[config.mk]
export PLATFORM = sky130hd
export DESIGN_NAME = cart_mem_loader
export DESIGN_NICKNAME = d
export VERILOG_FILES = /design/src/rtl/cart_mem_loader.sv
export SDC_FILE = /design/constraint.sdc
export NUM_CORES = 1
export LEC_CHECK = 0
export BUFFER_PORTS_ARGS = -buffer_cell sky130_fd_sc_hd__buf_2
export CAP_MARGIN = 25
export CORE_MARGIN = 4
export CORE_UTILIZATION = 52
export DETAILED_ROUTE_END_ITERATION = 7
export PLACE_DENSITY = 0.85
export SETUP_SLACK_MARGIN = 0.5
export SLEW_MARGIN = 25
export SYNTH_ARGS = -nofsm -noshare
export SYNTH_HDL_FRONTEND = slang
export SYNTH_SLANG_ARGS = --single-unit
[constraint.sdc]
create_clock -name clk_sys -period 5.5 [get_ports clk_sys]
set_clock_uncertainty 0.05 [all_clocks]
set_input_delay 0.825 -clock clk_sys [delete_from_list [all_inputs] [get_ports clk_sys]]
set_output_delay 0.825 -clock clk_sys [all_outputs]
set_load 0.005 [all_outputs]
[src/rtl/cart_mem_loader.sv]
// Cartridge/ROM loader: muxes an erase engine, an ioctl download port and the
// CPU onto a single memory write port, and stretches the core reset around loads.
module cart_mem_loader #(
    parameter int                               ADDR_W      = 16,
    parameter int                               DATA_W      = 8,
    parameter int                               NUM_REGIONS = 2,
    parameter logic [NUM_REGIONS*ADDR_W-1:0]     REGION_BASE = {16'hC000, 16'h0000},
    parameter logic [NUM_REGIONS*(ADDR_W+1)-1:0] REGION_SIZE = {17'h04000, 17'h10000},
    parameter logic [ADDR_W-1:0]                ERASE_START = 16'h7000,
    parameter logic [ADDR_W-1:0]                ERASE_END   = 16'hFFFF,
    parameter logic [DATA_W-1:0]                FILL        = 8'h00,
    parameter logic [7:0]                       RESET_HOLD  = 8'd255
) (
    input  logic              clk_sys,
    input  logic              reset_n,
    input  logic              ext_reset,
    input  logic              ioctl_download,
    input  logic              ioctl_wr,
    input  logic [7:0]        ioctl_index,
    input  logic [24:0]       ioctl_addr,
    input  logic [DATA_W-1:0] ioctl_dout,
    input  logic              erase_req,
    input  logic [ADDR_W-1:0] cpu_a,
    input  logic              cpu_we_n,
    input  logic [DATA_W-1:0] cpu_do,
    output logic [ADDR_W-1:0] mem_a,
    output logic              mem_we,
    output logic [DATA_W-1:0] mem_d,
    output logic              erasing,
    output logic              busy,
    output logic              core_reset,
    output logic              load_err
);

    localparam int CMP_W = (ADDR_W + 1 > 25) ? ADDR_W + 1 : 25;

    typedef enum logic [1:0] {S_IDLE, S_PEND, S_WRITE, S_DONE} state_t;

    state_t            state_q, state_d;
    logic [ADDR_W-1:0] ecnt_q, ecnt_d;
    logic              erase_hist_q;
    logic              dl_hist_q;
    logic              load_err_q, load_err_d;
    logic [7:0]        hold_q, hold_d;
    logic [1:0]        rst_sync_q;

    logic              erase_rise;
    logic              rst_done;
    logic              dl_start;
    logic              bad_wr;
    logic              idx_ok;
    logic              addr_ok;
    logic              dl_valid;
    logic [ADDR_W-1:0] base_sel;
    logic [ADDR_W:0]   size_sel;
    logic [ADDR_W-1:0] dl_addr;

    logic [ADDR_W-1:0] base_arr [NUM_REGIONS];
    logic [ADDR_W:0]   size_arr [NUM_REGIONS];

    genvar gi;
    generate
        for (gi = 0; gi < NUM_REGIONS; gi++) begin : g_region
            assign base_arr[gi] = REGION_BASE[gi*ADDR_W +: ADDR_W];
            assign size_arr[gi] = REGION_SIZE[gi*(ADDR_W+1) +: ADDR_W+1];
        end
    endgenerate

    always_comb begin
        base_sel = '0;
        size_sel = '0;
        idx_ok   = 1'b0;
        for (int i = 0; i < NUM_REGIONS; i++) begin
            if (ioctl_index == 8'(i)) begin
                base_sel = base_arr[i];
                size_sel = size_arr[i];
                idx_ok   = 1'b1;
            end
        end
    end

    assign addr_ok    = CMP_W'(ioctl_addr) < CMP_W'(size_sel);
    assign dl_valid   = idx_ok & addr_ok;
    assign dl_addr    = base_sel + ioctl_addr[ADDR_W-1:0];
    assign erase_rise = erase_req & ~erase_hist_q;
    assign rst_done   = rst_sync_q[1];
    assign dl_start   = ioctl_download & ~dl_hist_q;
    // Writes landing while the erase owns the port are dropped and flagged too.
    assign bad_wr     = ioctl_download & ioctl_wr & (erasing | ~dl_valid);

    assign erasing    = (state_q == S_WRITE) || (state_q == S_DONE);
    assign busy       = erasing | ioctl_download | (state_q == S_PEND);
    assign core_reset = ~rst_done | ext_reset | ioctl_download | erasing | (hold_q != 8'd0);
    assign load_err   = load_err_q;

    always_comb begin
        mem_a  = cpu_a;
        mem_d  = cpu_do;
        mem_we = ~cpu_we_n;
        if (erasing) begin
            mem_a  = ecnt_q;
            mem_d  = FILL;
            mem_we = (state_q == S_WRITE);
        end else if (ioctl_download) begin
            mem_a  = dl_addr;
            mem_d  = ioctl_dout;
            mem_we = ioctl_wr & dl_valid;
        end
    end

    always_comb begin
        state_d = state_q;
        ecnt_d  = ecnt_q;
        case (state_q)
            S_IDLE: begin
                ecnt_d = ERASE_START;
                if (erase_rise) state_d = ioctl_download ? S_PEND : S_WRITE;
            end
            S_PEND: begin
                if (!ioctl_download) state_d = S_WRITE;
            end
            S_WRITE: begin
                // Stop on the last address instead of incrementing, so an
                // all-ones end address never wraps back to zero.
                if (ecnt_q == ERASE_END) state_d = S_DONE;
                else                     ecnt_d  = ecnt_q + ADDR_W'(1);
            end
            S_DONE: begin
                state_d = S_IDLE;
                ecnt_d  = ERASE_START;
            end
            default: begin
                state_d = S_IDLE;
                ecnt_d  = ERASE_START;
            end
        endcase
    end

    always_comb begin
        load_err_d = dl_start ? bad_wr : (load_err_q | bad_wr);
        hold_d     = hold_q;
        if (!rst_done || ext_reset || ioctl_download || erasing) hold_d = RESET_HOLD;
        else if (hold_q != 8'd0)                                  hold_d = hold_q - 8'd1;
    end

    always_ff @(posedge clk_sys or negedge reset_n) begin
        if (!reset_n) begin
            state_q      <= S_IDLE;
            ecnt_q       <= ERASE_START;
            erase_hist_q <= 1'b1;
            dl_hist_q    <= 1'b0;
            load_err_q   <= 1'b0;
            hold_q       <= RESET_HOLD;
            rst_sync_q   <= 2'b00;
        end else begin
            state_q      <= state_d;
            ecnt_q       <= ecnt_d;
            erase_hist_q <= erase_req;
            dl_hist_q    <= ioctl_download;
            load_err_q   <= load_err_d;
            hold_q       <= hold_d;
            rst_sync_q   <= {rst_sync_q[0], 1'b1};
        end
    end

endmodule

# == Word level (Yosys, flattened, before mapping) ==
# Index checks and enable logic that the tools add are counted.
# op_classes
magnitude_cmp,1
addsub,3
div_mod_pow,0
eq_ne,9
bitwise_logic,19
n_reduce_logical,13
shift,0
mul,0
muxes,21
# op_table
op,n
$mux 16,4
$mux 17,2
$mux 8,4
$pmux 16 s2,1
$lt 25x17->1,1
$add 16x1->16 const B,1
$add 16x16->16,1
$eq 16x16->1 const B,1
$eq 8x1->1 const B,1
$logic_not 8->1,1
$mux 2,4
$or 1x1->1,8
$pmux 2 s4,1
$reduce_bool 8->1,1
$sub 8x1->8 const B,1
$and 1x1->1,6
$ne 2x2->1 const B,3
$mux 1,5
$not 1->1,5
$eq 2x2->1 const B,2
$logic_or 1x1->1,4
$reduce_bool 2->1,2
$reduce_and 3->1,1
$eq 2x1->1 const B,1
other kinds (5),5
# word_totals
register_bits,31
n_memories,0
mem_bits_rw,0
out_inout_bits,29
latch_bits,0
mem_bits_ro,0

# == Longest topological paths before layout ==
# Gate-level depths: netlist of run 1.
# logic_depth
ltp_word,10
ltp_mapped,9
mapped_depth_nobuf,9

# == Worst setup path before layout of run 1 ==
# OpenSTA, ideal clock, no wires.
# synth_path
path_type,input -> output
from,input port ioctl_index[4]
to,output port mem_we
required_time_ns,4.625
path_slack_ns,1.914
cell_stages,8
path_buffers,0
arrival_ns,2.711
path_cell_list,or4_4 > nor4_2 > or2b_1 > ha_1 > a2111oi_0 > and3_1 > nand3_1 > o311ai_0
# synth_between
elab_chain_cells,8
elab_cells_between_ends,11
classes_between,1 x order compare; 1 x eq/ne; 6 x mux; 2 x bitwise; 1 x reduce/logical
# synth_lines
item,line,source
start: declaration,19,"input logic [7:0] ioctl_index,"
$logic_not 8->1,74,if (ioctl_index == 8'(i)) begin
$mux 17 (2 in series),74,
$lt 25x17->1,82,assign addr_ok = CMP_W'(ioctl_addr) < CMP_W'(size_sel);
$and 1x1->1 (*),83,assign dl_valid = idx_ok & addr_ok;
$and 1x1->1 (*),107,mem_we = ioctl_wr & dl_valid;
$mux 1 (*),104,end else if (ioctl_download) begin
$mux 1 (*),100,if (erasing) begin
end: declaration,27,"output logic mem_we,"
# Every way passes the cells marked *; elsewhere a longest branch is shown, timed or not.

# == Worst setup path after layout of run 1 ==
# Same ends and word-level chain as after synthesis.

==> flow_metrics.env, run 1 <==
export IMPL_drt_wl_total_mm=6.154
export IMPL_status="complete, no violations"
export IMPL_hold_viol_final=0
export IMPL_vias_per_cell=5.555
export IMPL_final_antenna_net_count=0
export IMPL_cp_data_required_time_ns=4.62
export IMPL_synth_seq_cells=31
export IMPL_seq_area_frac_synth_pct=33.42
export IMPL_clock_latency_ns=0.28
export IMPL_clock_sinks=31
export IMPL_cts_tree="done"
export IMPL_crit_reg2reg_capture="ecnt_q[9]$_DFFE_PN0P_"
export IMPL_syn_area_per_cell_um2=8.962
export IMPL_p_int_mw=0.6111
export IMPL_drc=0
export IMPL_antenna_found_initial=0
export IMPL_overflow=0
export IMPL_post_cts_setup_buffers=0
export IMPL_fp_coreArea_um2=4384
export IMPL_pwr_share_seq_pct=25.2
export IMPL_drive_above_1_share_pct=38.44
export IMPL_die_x_um=75.46
export IMPL_maxSlewHeadroom_pct=44.18
export IMPL_worstHoldPathType="register to register"
export IMPL_cp_max_fo=3
export IMPL_r2r_slack_ns=3.29
export IMPL_synthArstFlopShare_pct=100.0
export IMPL_clk_pin_slew_worst_paths_ns=0.07
export IMPL_swShare_pct=41.02
export IMPL_post_route_util_pct=67.87
export IMPL_syn_cell_area_um2=2366
export IMPL_hold_depth=0
export IMPL_power_density_nw_per_um2=348.3
export IMPL_layout_setup_ws_ns=1.445
export IMPL_vias=2283
export IMPL_tightest_slew_ns=0.8373
export IMPL_ys_types=63
export IMPL_root_buffer="clkbuf_8"
export IMPL_pin_count=101
export IMPL_cts_buffer_depth=2
export IMPL_die_area_um2=5693
export IMPL_hold_start="rst_sync_q[0]$_DFF_PN0_"
export IMPL_p_switching_mw=0.4251
export IMPL_cap_violations=0
export IMPL_clockPowerShare_pct=22.5
export IMPL_total_power_mw=1.036
export IMPL_syn_num_nets=345
export IMPL_rsz0062_at_grt="false"
export IMPL_yosys_warnings=0
export IMPL_ctsResizeCount=0
export IMPL_nNetsFinal=439
export IMPL_first_pass_iters=4
export IMPL_setup_tns_ns=0
export IMPL_grt_pass1_vias=2132
export IMPL_syn_to_final_growth_pct=25.75
export IMPL_combPwrFrac_pct=52.3
export IMPL_r2r_start="state_q[1]$_DFFE_PN0P_"
export IMPL_max_freq_mhz=246.6
export IMPL_period_share_pct=73.73
export IMPL_numCtsBuffers=5
export IMPL_rows=24
export IMPL_min_to="rst_sync_q[1]$_DFF_PN0_"
export IMPL_place_ws_ns=1.435
export IMPL_grt_pass1_wl_mm=9.860
export IMPL_crit_arrival_ns=3.18
export IMPL_vdd_drop_max_mv=0.2606
export IMPL_drv_slew=0
export IMPL_setup_viol=0
export IMPL_drt_iter0_drc=96
export IMPL_grt_max_degree=46
export IMPL_leakagePower_nw=1.429
export IMPL_r2r_worst_path_cells=6
export IMPL_die_height_um=75.46
export IMPL_netlist_instances=264
export IMPL_fill_cells=371
export IMPL_post_drt_wl_per_cell_um=14.97
export IMPL_start_util_pct=53.97
export IMPL_layout_min_cycle_time_ns=4.055
export IMPL_dp_hpwl_mm=4.798
export IMPL_cp_start_kind="input port"
export IMPL_synth_flop_cell="dfrtp_1"
export IMPL_hold_buffers=0
export IMPL_ctsHtreeMaxLevel=2
export IMPL_gr_usage_all_layers_pct=22.33
export IMPL_crit_path_end_kind="primary output"
export IMPL_gp_congestion=0.8941
export IMPL_synth_edff_count=0
export IMPL_n_antenna_cell=0
export IMPL_path_class="input port to primary output"
export IMPL_io_buffer_count=100
## final cells by class
| cell class | count | area [um2] | share of cell area [%] |
|---|---|---|---|
| clock inverters | 2 | 35.03 | 1.177 |
| clock buffers | 6 | 82.58 | 2.775 |
| repair buffers | 101 | 508.0 | 17.07 |
| flip-flops and latches | 31 | 790.8 | 26.58 |
| well taps | 52 | 65.06 | 2.187 |
| multi-input cells | 209 | 1456 | 48.95 |
| inverters | 10 | 37.54 | 1.262 |
## kinds of logic after synthesis
group,count (synthesis),share of synthesized area (%)
adder cells (fa/ha/maj),9,4.759
XOR/XNOR,6,2.221
buffers and inverters,24,5.024
AND/OR/NAND/NOR,100,25.01
multiplexers,26,11.00
other,1,0.1585
AO/OA/AOI/OAI,67,18.40
flip-flops,31,33.42
## metrics by stage
stage | hold WS [ns] | instance area, um2 | instances
5_1_grt | 0.3292 | 2975 | 411
6_report | 0.3173 | 2975 | 411
4_1_cts | 0.3185 | 2975 | 411
3_5_place_dp | 0.3029 | 2858 | 403
3_3_place_gp | 0.2838 | 2858 | 403
2_1_floorplan | 0.2812 | 2366 | 264
## per-layer routing
layer	vias up	part of all wire, %	global-route usage, %	wire [um]
met1	1072	43	28.57	2651
met2	63	50	40.46	3095
met4	0	0.45	3.689	28
li1	1145	-	-	-
met3	3	6.2	3.298	379
met5	-	0	0	0
## worst max-delay path: stages
cell and delay [ns]:
buf_2 0.10, or4_4 0.52, nor4_2 0.24, or2b_1 0.27
ha_1 0.26, a2111oi_0 0.35, and3_1 0.23, nand3_1 0.08
o311ai_0 0.14, buf_2 0.17
## cells in the mapped netlist (6+ instances only)
cell type,n,share of area (%)
dfrtp_1,19,20
nor2_1,16,2.5
ha_1,9,4.8
nand3_1,7,1.5
mux2i_1,26,11
inv_1,10,1.6
clkbuf_1,6,0.95
o21ai_0,33,7.0
dfstp_2,12,13
nand2_1,36,5.7
a21oi_1,7,1.5
## how the worst max path moves through the flow
| stage | startpoint | slack, ns | end | depth (start not counted) |
|---|---|---|---|---|
| after floorplan | ioctl_index[4] | 1.91 | mem_we | 8 |
| after global placement | ioctl_index[4] | 1.53 | mem_we | 10 |
| after detailed placement | ioctl_index[4] | 1.44 | mem_we | 10 |
| after CTS | ioctl_index[4] | 1.43 | mem_we | 10 |
| after global routing | ioctl_index[4] | 1.19 | mem_we | 10 |
| final | ioctl_index[4] | 1.45 | mem_we | 10 |
## cells in the final DEF (no fill, tap or decap), types with 2 or more instances in the layout
cell type	synthesis	routed
buf_2	2	100
nand2_1	36	36
o21ai_0	33	33
mux2i_1	26	26
dfrtp_1	19	19
nor2_1	16	16
dfstp_2	12	12
inv_1	10	10
ha_1	9	9
a21oi_1	7	7
nand3_1	7	7
clkbuf_8	0	6
and3_1	5	5
o211ai_1	5	5
o31ai_1	4	4
nor3_1	4	4
or3_1	3	3
xor2_1	3	3
xnor2_1	3	3
or4_1	2	2
nand2b_1	2	2
nand4_4	2	2
a31oi_1	2	2
nand4_1	2	2
o21a_1	2	2
a41oi_1	2	2
## sequential cells by signal, indices dropped and copies added (netlist names)
name / flops
dl_hist_q: 1
ecnt_q: 16
erase_hist_q: 1
hold_q: 8
load_err: 1
rst_sync_q: 2
state_q: 2
## power by group through the flow
stage,sequential (mW),clock (mW),combinational [mW]
6_report,0.261,0.233,0.542
5_1_grt,0.263,0.247,0.611
4_1_cts,0.261,0.236,0.545
3_5_place_dp,0.264,0,0.544
3_3_place_gp,0.263,0,0.526
2_1_floorplan,0.262,0,0.378
Note: power is estimated with default switching activity, not from simulation.
==> run 2: changes to the inputs <==
--- a/config.mk
+++ b/config.mk
@@ -5,12 +5,13 @@
 export SDC_FILE = /design/constraint.sdc
 export NUM_CORES = 1
 export LEC_CHECK = 0
+export ABC_AREA = 1
 export BUFFER_PORTS_ARGS = -buffer_cell sky130_fd_sc_hd__buf_2
 export CAP_MARGIN = 25
 export CORE_MARGIN = 4
-export CORE_UTILIZATION = 52
+export CORE_UTILIZATION = 49
 export DETAILED_ROUTE_END_ITERATION = 7
-export PLACE_DENSITY = 0.85
+export PLACE_DENSITY = 0.8
 export SETUP_SLACK_MARGIN = 0.5
 export SLEW_MARGIN = 25
 export SYNTH_ARGS = -nofsm -noshare
==> constraint.sdc (replaced) <==
create_clock -name clk_sys -period 3.85 [get_ports clk_sys]
set_clock_uncertainty 0.05 [all_clocks]
set_input_delay 0.5775 -clock clk_sys [delete_from_list [all_inputs] [get_ports clk_sys]]
set_output_delay 0.5775 -clock clk_sys [all_outputs]
set_load 0.005 [all_outputs]
==> run 2 against run 1 <==
Net effect: final cell count up 31%; register-to-register slack got worse by 1.7 ns; largest cell class unchanged; largest power group unchanged; via count increased by 20%; die area grew 12%; cell area increased by 7.1%; worst setup slack lost 0.71 ns; critical path type is now register to primary output; non-clock buffer count stayed put; core utilization fell by 2.6 points.
==> flow_metrics.env, run 2 <==
export IMPL_status="complete, no violations"
export IMPL_place_ws_ns=1.061
export IMPL_post_cts_setup_buffers=0
export IMPL_clock_latency_ns=0.29
export IMPL_grt_pass1_wl_mm=11.40
export IMPL_max_freq_mhz=321.5
export IMPL_syn_cell_area_um2=2540
export IMPL_drt_wl_total_mm=7.166
export IMPL_leakagePower_nw=1.631
export IMPL_r2r_start="state_q[0]$_DFFE_PN0P_"
export IMPL_cts_buffer_depth=2
export IMPL_syn_to_final_growth_pct=25.42
export IMPL_clk_pin_slew_worst_paths_ns=0.07
export IMPL_total_power_mw=1.695
export IMPL_seq_area_frac_synth_pct=31.13
export IMPL_n_antenna_cell=0
export IMPL_cts_tree="done"
export IMPL_antenna_found_initial=0
export IMPL_r2r_worst_path_cells=8
export IMPL_synth_most_common_cell="nand2_1"
export IMPL_fill_cells=455
export IMPL_cp_data_required_time_ns=3.22
export IMPL_synth_common_cells="98 x nand2_1, 49 x nor2_1, 36 x inv_1, 33 x o21ai_0, 28 x nand3_1"
export IMPL_hold_buffers=0
export IMPL_vias_per_cell=5.067
export IMPL_drc=0
export IMPL_crit_reg2reg_capture="load_err$_DFF_PN0_"
export IMPL_first_pass_iters=4
export IMPL_placedCellCount=531
export IMPL_start_util_pct=52.05
export IMPL_syn_num_nets=456
export IMPL_overflow=0
export IMPL_fin_cells=539
export IMPL_post_route_util_pct=65.28
export IMPL_nNetsFinal=552
export IMPL_netlist_instances=375
export IMPL_syn_area_per_cell_um2=6.773
export IMPL_place_area_um2=3068
export IMPL_vdd_drop_max_mv=0.3719
export IMPL_fp_coreArea_um2=4880
export IMPL_clock_sinks=31
export IMPL_final_antenna_net_count=0
export IMPL_synth_top_area_share_pct=18.72
export IMPL_synth_area_top_cells="dfrtp_1 19%, nand2_1 14%, dfstp_2 12%"
export IMPL_rsz0062_at_grt="false"
export IMPL_io_buffer_count=100
export IMPL_synth_flop_cell="dfrtp_1"
export IMPL_tightest_slew_ns=0.6808
export IMPL_maxSlewHeadroom_pct=54.61
export IMPL_ctsResizeCount=0
export IMPL_final_cell_area_um2=3186
export IMPL_crit_path_end_kind="primary output"
export IMPL_whs_ns=0.2689
export IMPL_setup_viol=0
export IMPL_cp_max_fo=26
export IMPL_setup_tns_ns=0
export IMPL_drive_above_1_share_pct=31.36
export IMPL_power_density_nw_per_um2=532.2
export IMPL_period_share_pct=80.78
export IMPL_gp_congestion=0.9429
export IMPL_ctsHtreeMaxLevel=2
export IMPL_yosys_warnings=0
export IMPL_crit_arrival_ns=2.48
export IMPL_largest_reg_flops=16
export IMPL_drv_slew=0
export IMPL_root_buffer="clkbuf_8"
export IMPL_layout_setup_ws_ns=0.7399
export IMPL_dp_hpwl_mm=5.546
export IMPL_top_regs="ecnt_q: 16 flops, hold_q: 8 flops"
export IMPL_cp_start_kind="register"
export IMPL_synth_edff_count=0
export IMPL_mostFrequentLayoutCells="100 x buf_2, 98 x nand2_1, 49 x nor2_1, 36 x inv_1, 33 x o21ai_0"
export IMPL_post_drt_wl_per_cell_um=13.29
export IMPL_hold_viol_final=0
export IMPL_grt_max_degree=32
export IMPL_layout_commonest_cell="buf_2"
export IMPL_synth_seq_cells=31
export IMPL_ys_types=36
export IMPL_drt_iter0_drc=160
export IMPL_die_area_um2=6399
export IMPL_numCtsBuffers=5
export IMPL_yosysTopAreaCell="dfrtp_1"
export IMPL_rows=25
export IMPL_cap_violations=0
export IMPL_layout_min_cycle_time_ns=3.110
export IMPL_gr_usage_all_layers_pct=22.60
export IMPL_path_class="register to primary output"
export IMPL_top_register="ecnt_q"
export IMPL_synthArstFlopShare_pct=100.0
export IMPL_die_x_um=80.00
export IMPL_die_height_um=80.00
export IMPL_grt_pass1_vias=2502
export IMPL_worstHoldPathType="input port to asynchronous set/reset pin"
export IMPL_r2r_slack_ns=1.59
export IMPL_vias=2731
export IMPL_pin_count=101
==> run 2: cell types whose count changed after synthesis, moves of 5 or more <==
cell | previous run | this run
a21oi_1 | 7 | 12
inv_1 | 10 | 36
mux2i_1 | 26 | 0
nand2_1 | 36 | 98
nand3_1 | 7 | 28
nor2_1 | 16 | 49
nor2_4 | 1 | 6
o211ai_1 | 5 | 0
o21ai_2 | 1 | 6
o22ai_1 | 0 | 8
==> run 2: worst max path at each step <==
stage / start / end / slack, ns / cells past startpoint
2_1_floorplan: ioctl_index[5] / mem_we / 1.40 / 9
4_1_cts: state_q[0]$_DFFE_PN0P_ / mem_we / 0.74 / 8
6_report: state_q[0]$_DFFE_PN0P_ / mem_we / 0.74 / 8
3_3_place_gp: ioctl_index[5] / mem_we / 1.13 / 11
3_5_place_dp: state_q[0]$_DFFE_PN0P_ / mem_we / 1.06 / 8
5_1_grt: state_q[0]$_DFFE_PN0P_ / mem_we / 0.52 / 8
==> run 2: logic make-up (layout without fill, tap and decap cells) <==
group,after synthesis,count (layout),synth area share (%)
AO/OA/AOI/OAI,67,67,15.76
XOR/XNOR,9,9,3.104
adder cells (fa/ha/maj),9,9,4.434
buffers and inverters,51,148,8.276
flip-flops,31,31,31.13
other,1,1,0.1476
AND/OR/NAND/NOR,207,207,37.14
==> run 2: routing by layer <==
metal  part of all wire (%)  vias up  global-route usage [%]
met5                      0        -                       0
met4                    1.5        0                   7.432
met3                    5.8       11                   3.725
met2                     52       76                   40.40
met1                     41     1237                   27.33
li1                       -     1407                       -
==> run 2: cell type report <==
class	count	area, um2	area share [%]
sequential	31	790.8	24.82
timing repair buffer	101	508.0	15.95
clock buffer	6	82.58	2.592
clock inverter	2	35.03	1.100
inverter	39	146.4	4.595
tap	67	83.83	2.632
multi-input combinational	293	1539	48.31
==> run 2: where the power goes <==
group | internal (mW) | leakage, nW | switching (mW)
combinational | 0.320 | 1.19 | 0.597
sequential | 0.385 | 0.378 | 0.0491
clock | 0.209 | 0.0612 | 0.134
total | 0.915 | 1.63 | 0.781
==> run 2: critical path, stage by stage, from the launching register on <==
cell	delay, ns
dfrtp_1	0.40
inv_1	0.08
ha_1	0.31
nor2_4	0.45
inv_2	0.27
nor3_1	0.28
nand3_1	0.13
o21ai_1	0.13
buf_2	0.12
